[config.mk]
export PLATFORM = sky130hd
export DESIGN_NAME = downsampler
export DESIGN_NICKNAME = d
export VERILOG_FILES = /design/src/rtl/downsampler.sv
export SDC_FILE = /design/constraint.sdc
export NUM_CORES = 1
export LEC_CHECK = 0
export ABC_AREA = 1
export CELL_PAD_IN_SITES_DETAIL_PLACEMENT = 1
export CELL_PAD_IN_SITES_GLOBAL_PLACEMENT = 1
export CORE_AREA = 2 2 63 71
export CTS_BUF_LIST = sky130_fd_sc_hd__clkbuf_16
export CTS_CLUSTER_DIAMETER = 50
export DETAILED_ROUTE_END_ITERATION = 7
export DIE_AREA = 0 0 65 73
export PLACE_DENSITY = 0.76
export SKIP_CTS_REPAIR_TIMING = 1
export SYNTH_ARGS = -nofsm -noshare
export SYNTH_HDL_FRONTEND = slang
export SYNTH_SLANG_ARGS = --single-unit
[constraint.sdc]
create_clock -name clk -period 2.2 [get_ports clk]
set_input_delay 0.44 -clock clk [delete_from_list [all_inputs] [get_ports clk]]
set_output_delay 0.44 -clock clk [all_outputs]
set_load 0.03 [all_outputs]
[src/rtl/downsampler.sv]
// Decimation stage of a CIC decimator: picks every rate_active-th input sample
// and forwards it to the comb section. The ratio can be changed at run time.
// A new ratio is held as pending and takes effect only at a frame boundary
// (wrap or phase_sync), so a frame never mixes two ratios.
module downsampler #(
    parameter  int SAMP_WIDTH = 8,
    parameter  int CIC_R_MAX  = 16,
    parameter  int CIC_R      = 4,
    localparam int RW         = $clog2(CIC_R_MAX + 1)
) (
    input  logic                  clk,
    input  logic                  reset_n,
    input  logic [SAMP_WIDTH-1:0] samp_inp_data,
    input  logic                  samp_inp_str,
    input  logic [RW-1:0]         rate_data,
    input  logic                  rate_str,
    input  logic                  phase_sync,
    output logic [SAMP_WIDTH-1:0] samp_out_data,
    output logic                  samp_out_str,
    output logic [RW-1:0]         rate_active,
    output logic                  rate_pending
);

    logic [RW-1:0] cnt;
    logic [RW-1:0] rate_pend;
    logic [RW-1:0] rate_san;
    logic [RW-1:0] rate_next;
    logic          wrap_norm;
    logic          wrap_sync;
    logic          wrap;
    logic          boundary;

    // Clamp the requested ratio into 1..CIC_R_MAX before it is stored.
    always_comb begin
        rate_san = rate_data;
        if (rate_data == '0)
            rate_san = RW'(1);
        else if (rate_data > RW'(CIC_R_MAX))
            rate_san = RW'(CIC_R_MAX);
    end

    // Ratio for the frame starting at a boundary: a same-cycle request beats
    // an older pending one, which beats the current ratio.
    always_comb begin
        rate_next = rate_active;
        if (rate_str)
            rate_next = rate_san;
        else if (rate_pending)
            rate_next = rate_pend;
        // A strobe alongside phase_sync is sample 1 of the new frame; with a
        // new ratio of 1 that sample is itself the frame end.
        wrap_norm = samp_inp_str && !phase_sync && (cnt == rate_active - RW'(1));
        wrap_sync = samp_inp_str && phase_sync && (rate_next == RW'(1));
        wrap      = wrap_norm || wrap_sync;
        boundary  = phase_sync || wrap_norm;
    end

    // Phase counter within the current frame.
    always_ff @(posedge clk or negedge reset_n) begin
        if (!reset_n)
            cnt <= '0;
        else if (wrap)
            cnt <= '0;
        else if (phase_sync)
            cnt <= samp_inp_str ? RW'(1) : RW'(0);
        else if (samp_inp_str)
            cnt <= cnt + RW'(1);
    end

    // Output register: capture the frame-end sample, pulse the strobe once.
    always_ff @(posedge clk or negedge reset_n) begin
        if (!reset_n) begin
            samp_out_data <= '0;
            samp_out_str  <= 1'b0;
        end else begin
            samp_out_str <= wrap;
            if (wrap)
                samp_out_data <= samp_inp_data;
        end
    end

    // Ratio bookkeeping: latch requests, apply them at frame boundaries.
    always_ff @(posedge clk or negedge reset_n) begin
        if (!reset_n) begin
            rate_active  <= RW'(CIC_R);
            rate_pend    <= RW'(CIC_R);
            rate_pending <= 1'b0;
        end else if (boundary) begin
            rate_active  <= rate_next;
            rate_pending <= 1'b0;
            if (rate_str)
                rate_pend <= rate_san;
        end else if (rate_str) begin
            rate_pend    <= rate_san;
            rate_pending <= 1'b1;
        end
    end

endmodule

# Word level (Yosys, flattened, before mapping)
# Cells that the tools add are included.
dict set report totals {
  output_inout_bits 15
  in_bits 18
  ff_bits 25
  wordCells 31
}
dict set report op_classes {
  order_cmp 1
  n_mux 10
  n_addsub 2
  n_eq_ne 2
  reduce_logical 10
}
# operator n
set ops {}
lappend ops {{$mux 5} 7}
lappend ops {{$add 5x1->5 const B} 1}
lappend ops {{$eq 5x1->1 const B} 1}
lappend ops {{$eq 5x5->1} 1}
lappend ops {{$gt 5x5->1 const B} 1}
lappend ops {{$logic_not 5->1} 1}
lappend ops {{$sub 5x1->5 const B} 1}
lappend ops {{$logic_and 1x1->1} 4}
lappend ops {{$mux 1} 3}
lappend ops {{$reduce_bool 3->1} 1}
lappend ops {{$logic_or 1x1->1} 2}
lappend ops {{$reduce_bool 2->1} 1}
lappend ops {{$logic_not 1->1} 1}

# Longest topological paths before layout
dict set report logic_depth {
  depth_word 8
  ltp_mapped 11
  ltp_nobuf 11
}

# Least setup slack after synthesis
# No wires, ideal clock.
dict set report synth_path {
  path_type {flip-flop to flip-flop}
  from {register rate_active[0]}
  to {register samp_out_data[4]}
  path_buffers 1
  period_less_slack_ps 1893
  path_stages_with_launch 11
  arrival_time_ps 1776
  path_slack_ps 307
  path_cell_list {dfrtp_1 -> inv_1 -> ha_1 -> or2_2 -> nand3_1 -> nand2_1 -> nor2_2 -> nand2_4 -> buf_6 -> nand3_1 -> nand2_1}
}
dict set report synth_between {
  elab_chain_len 5
}
# element line_no
set synth_rtl {}
lappend synth_rtl {{start: declaration} 20} ;# output logic [RW-1:0] rate_active,
lappend synth_rtl {{start signal: assignment} 85} ;# rate_active <= RW'(CIC_R);
lappend synth_rtl {{start signal: assignment} 89} ;# rate_active <= rate_next;
lappend synth_rtl {{branches (longest 4 deep; another with $sub 5x1->5)} --}
lappend synth_rtl {{$logic_or 1x1->1 (*)} 54} ;# wrap = wrap_norm || wrap_sync;
lappend synth_rtl {{end signal: assignment} 78} ;# samp_out_data <= samp_inp_data;
lappend synth_rtl {{end: declaration} 18} ;# output logic [SAMP_WIDTH-1:0] samp_out_data,
# Every way passes the cells marked *.
# A chain may end at the register's enable or synchronous reset.

# Worst setup path in the final report
dict set report layout_path {
  from {register rate_pending}
  to {output rate_pending}
}
# element line_no
set layout_lines {}
lappend layout_lines {{start: declaration} 21} ;# output logic rate_pending
lappend layout_lines {{start signal: assignment} 87} ;# rate_pending <= 1'b0;
lappend layout_lines {{start signal: assignment} 90} ;# rate_pending <= 1'b0;
lappend layout_lines {{start signal: assignment} 95} ;# rate_pending <= 1'b1;
# No word-level cell between the ends.

==> run_results.csv <==
group,metric,value,unit
grt,grt_usage,16.4,%
yosys,netlist_instances,178,
cells_and_area,area_growth,35.5,%
setup_path,critPathLaunch,"rate_pending",
placement,dpl.hpwl,2640,µm
yosys,yosysWarnings,0,
route,drcViolationCount,0,
grt,gr-total-overflow,0,
clock_tree,clk_latency,260,ps
timing,fmax,0.506,GHz
clock_tree,htreeDepth,1,
setup_path,critPathBufInv,1,
hold_path,hold_path.class,"reg -> reg",
placement,dp_slack,42.5,ps
setup_path,worstPathRequired,1760,ps
grt,grt-busiest-layer,"met2",
setup_path,path_class,"reg -> out",
placement,portBuffers,32,
route,routedWlPerCell,12.7,µm
route,first_pass_iters,4,
setup_path,rr_startpoint,"rate_active[1]",
yosys,syn-cell-area,1350,µm²
yosys,avgSynthCellArea,7.58,µm²
job,max_cap_violations,0,
route,vias_per_cell,4.67,
floorplan,dieArea,4750,µm²
route,ant_nets,0,
yosys,synth_common_cells,"80 x nand2_1, 23 x dfrtp_1, 20 x nand3_1",
setup_path,critPathSlowestCell,"clkdlybuf4s50_1",
setup_path,reg2reg_depth,10,
clock_tree,cts_tree,"yes",
grt,grt_pass1_wl,5810,µm
route,wirelength,3430,µm
placement,place_inst,266,
power_and_ir_drop,ir_worst_vdd,0.532,mV
grt,grtUsageMet2,29.2,%
floorplan,die_h,73,µm
setup_path,arrival,1540,ps
setup_path,cp_slowest_stage_delay,740,ps
setup_path,cp.depth,1,
cells_and_area,final_nets,237,
floorplan,initial_utilization,32.9,%
yosys,synth_edf_count,0,
yosys,synth_flop_cell,"dfrtp_1",
yosys,yosysMostFrequentCell,"nand2_1",
timing,slew_violations,0,
power_and_ir_drop,power.total,1.67,mW
yosys,synth.top_cell.area_share,42.7,%
timing,tns,0,ps
route,via_count,1262,
setup_path,crit_chain,"clkdlybuf4s50_1",
timing,finalWorstSetupSlack,223,ps
yosys,synth.area.top_cells,"dfrtp_1 43%, nand2_1 22%, nand3_1 7.4%",
yosys,ys_seq_area_share,46.6,%
setup_path,rrSetupSlack,380,ps
yosys,ys_seq_elements,25,
yosys,syn_nets,198,
floorplan,core,4100,µm²
timing,fin_crit_sh,89.9,%
floorplan,ios,33,
clock_tree,cts_sinks,25,
cells_and_area,drive_above_1_share,9.72,%
yosys,synthArstFlopShare,100,%
timing,fin_skew,5.35,ps
route,drt_iter0_drc,35,
timing,setup_viol,0,
power_and_ir_drop,powerDensity,916,nW/µm²
clock_tree,numCtsBuffers,3,
timing,hold_violations,0,
timing,rsz0062_at_grt,"false",
cells_and_area,fin_cells,270,
cells_and_area,n_antenna_cell,0,
grt,grt_max_degree,26,
timing,tightestPinTransition,333,ps
grt,grtUsageMet3,1.85,%
yosys,synth.distinct_cells,20,
grt,antenna_found_initial,0,
setup_path,cp-endpoint,"rate_pending",
floorplan,rows,25,
clock_tree,clockBufferDepth,2,
setup_path,reg2reg_to,"rate_active[0]",
clock_tree,root_buffer,"clkbuf_16",
grt,grt_pass1_vias,1292,
setup_path,cp_max_fo,9,
clock_tree,path_clk_slew,60,ps
yosys,synth_top_cell_by_area,"dfrtp_1",
timing,max-slew-margin-rel,77.7,%
setup_path,critPathLaunchType,"register",
floorplan,die_x,65,µm
setup_path,cp_top_family,"buffers and inverters",
placement,gp_congestion,0.709,
power_and_ir_drop,leakage,0.933,nW
grt,grtUsageMet1,19.3,%
outcome,status,"completed",
setup_path,cp-end-kind,"output pin",
timing,fin_crit,1980,ps
## cell families after synthesis
| kind of cell | count (synthesis) | synth area share [%] |
|---|---|---|
| AOI/OAI and AO/OA | 7 | 2.60 |
| xor gates and xnor gates | 6 | 3.90 |
| adders and majority gates | 2 | 1.85 |
| buffers and inverters | 17 | 5.29 |
| DFF | 25 | 46.6 |
| and+or+nand+nor | 121 | 39.8 |
## metal layers
layer | vias up | routed length (µm)
met1 | 603 | 1490
met2 | 21 | 1770
met4 | 0 | 76
met3 | 5 | 87
met5 | - | 0
li1 | 633 | -
## power breakdown
group          switching, mW  total, mW  internal, mW  leakage, nW
logic                  0.364      0.632         0.269        0.574
registers             0.0752      0.634         0.558        0.318
clock network          0.163      0.408         0.245       0.0409
total                  0.602       1.67          1.07        0.933
## sequential cells by signal, indices dropped and copies added (netlist names)
signal         flops
rate_active        5
rate_pend          5
cnt                5
samp_out_str       1
rate_pending       1
samp_out_data      8
## how the worst min path moves through the flow
stage / start / endpoint / slack (ps) / cells past startpoint
final: rate_pend[2] / rate_pend[2] / 470 / 2
after global routing: rate_pend[2] / rate_pend[2] / 510 / 2
after CTS: rate_pend[2] / rate_pend[2] / 470 / 2
after detailed placement: rate_pend[2] / rate_pend[2] / 460 / 2
after global placement: rate_pend[4] / rate_pend[4] / 460 / 2
after floorplan: reset_n / cnt[0] / 140 / 0
## layout by cell type (no fill, tap or decap), types with 3 or more instances in the layout
master           instances
nand2_1                 80
inv_1                   12
xnor2_1                  3
buf_4                    3
clkdlybuf4s50_1         32
xor2_1                   3
a21oi_1                  4
nor2_2                   3
inv_2                    3
nor2_1                  10
nand3_1                 20
o21ai_0                  3
clkbuf_16                3
dfrtp_1                 23
nand2_4                  3
## tightest hold or removal path: stages, from the launching register on
cell and delay (ps):
dfstp_2 370, nand2_1 60, nand2_1 50
## metrics by stage
step                      hold WS (ps)  util, %  instance area (µm²)
after floorplan                    144        -                 1350
after global placement             459     42.7                 1750
after detailed placement           462     42.7                 1750
after CTS                          473     44.6                 1830
after global routing               510     44.6                 1830
final                              472     44.6                 1830
## area by class of cell
cell class / instances / area [µm²]
Fill cell: 517 / 2270
Multi-Input combinational cell: 136 / 649
Sequential cell: 25 / 628
Timing Repair Buffer: 35 / 343
Clock buffer: 3 / 75.1
Tap cell: 54 / 67.6
Inverter: 16 / 60.1
Clock inverter: 1 / 5.00
Power figures use the tool's default switching activity.
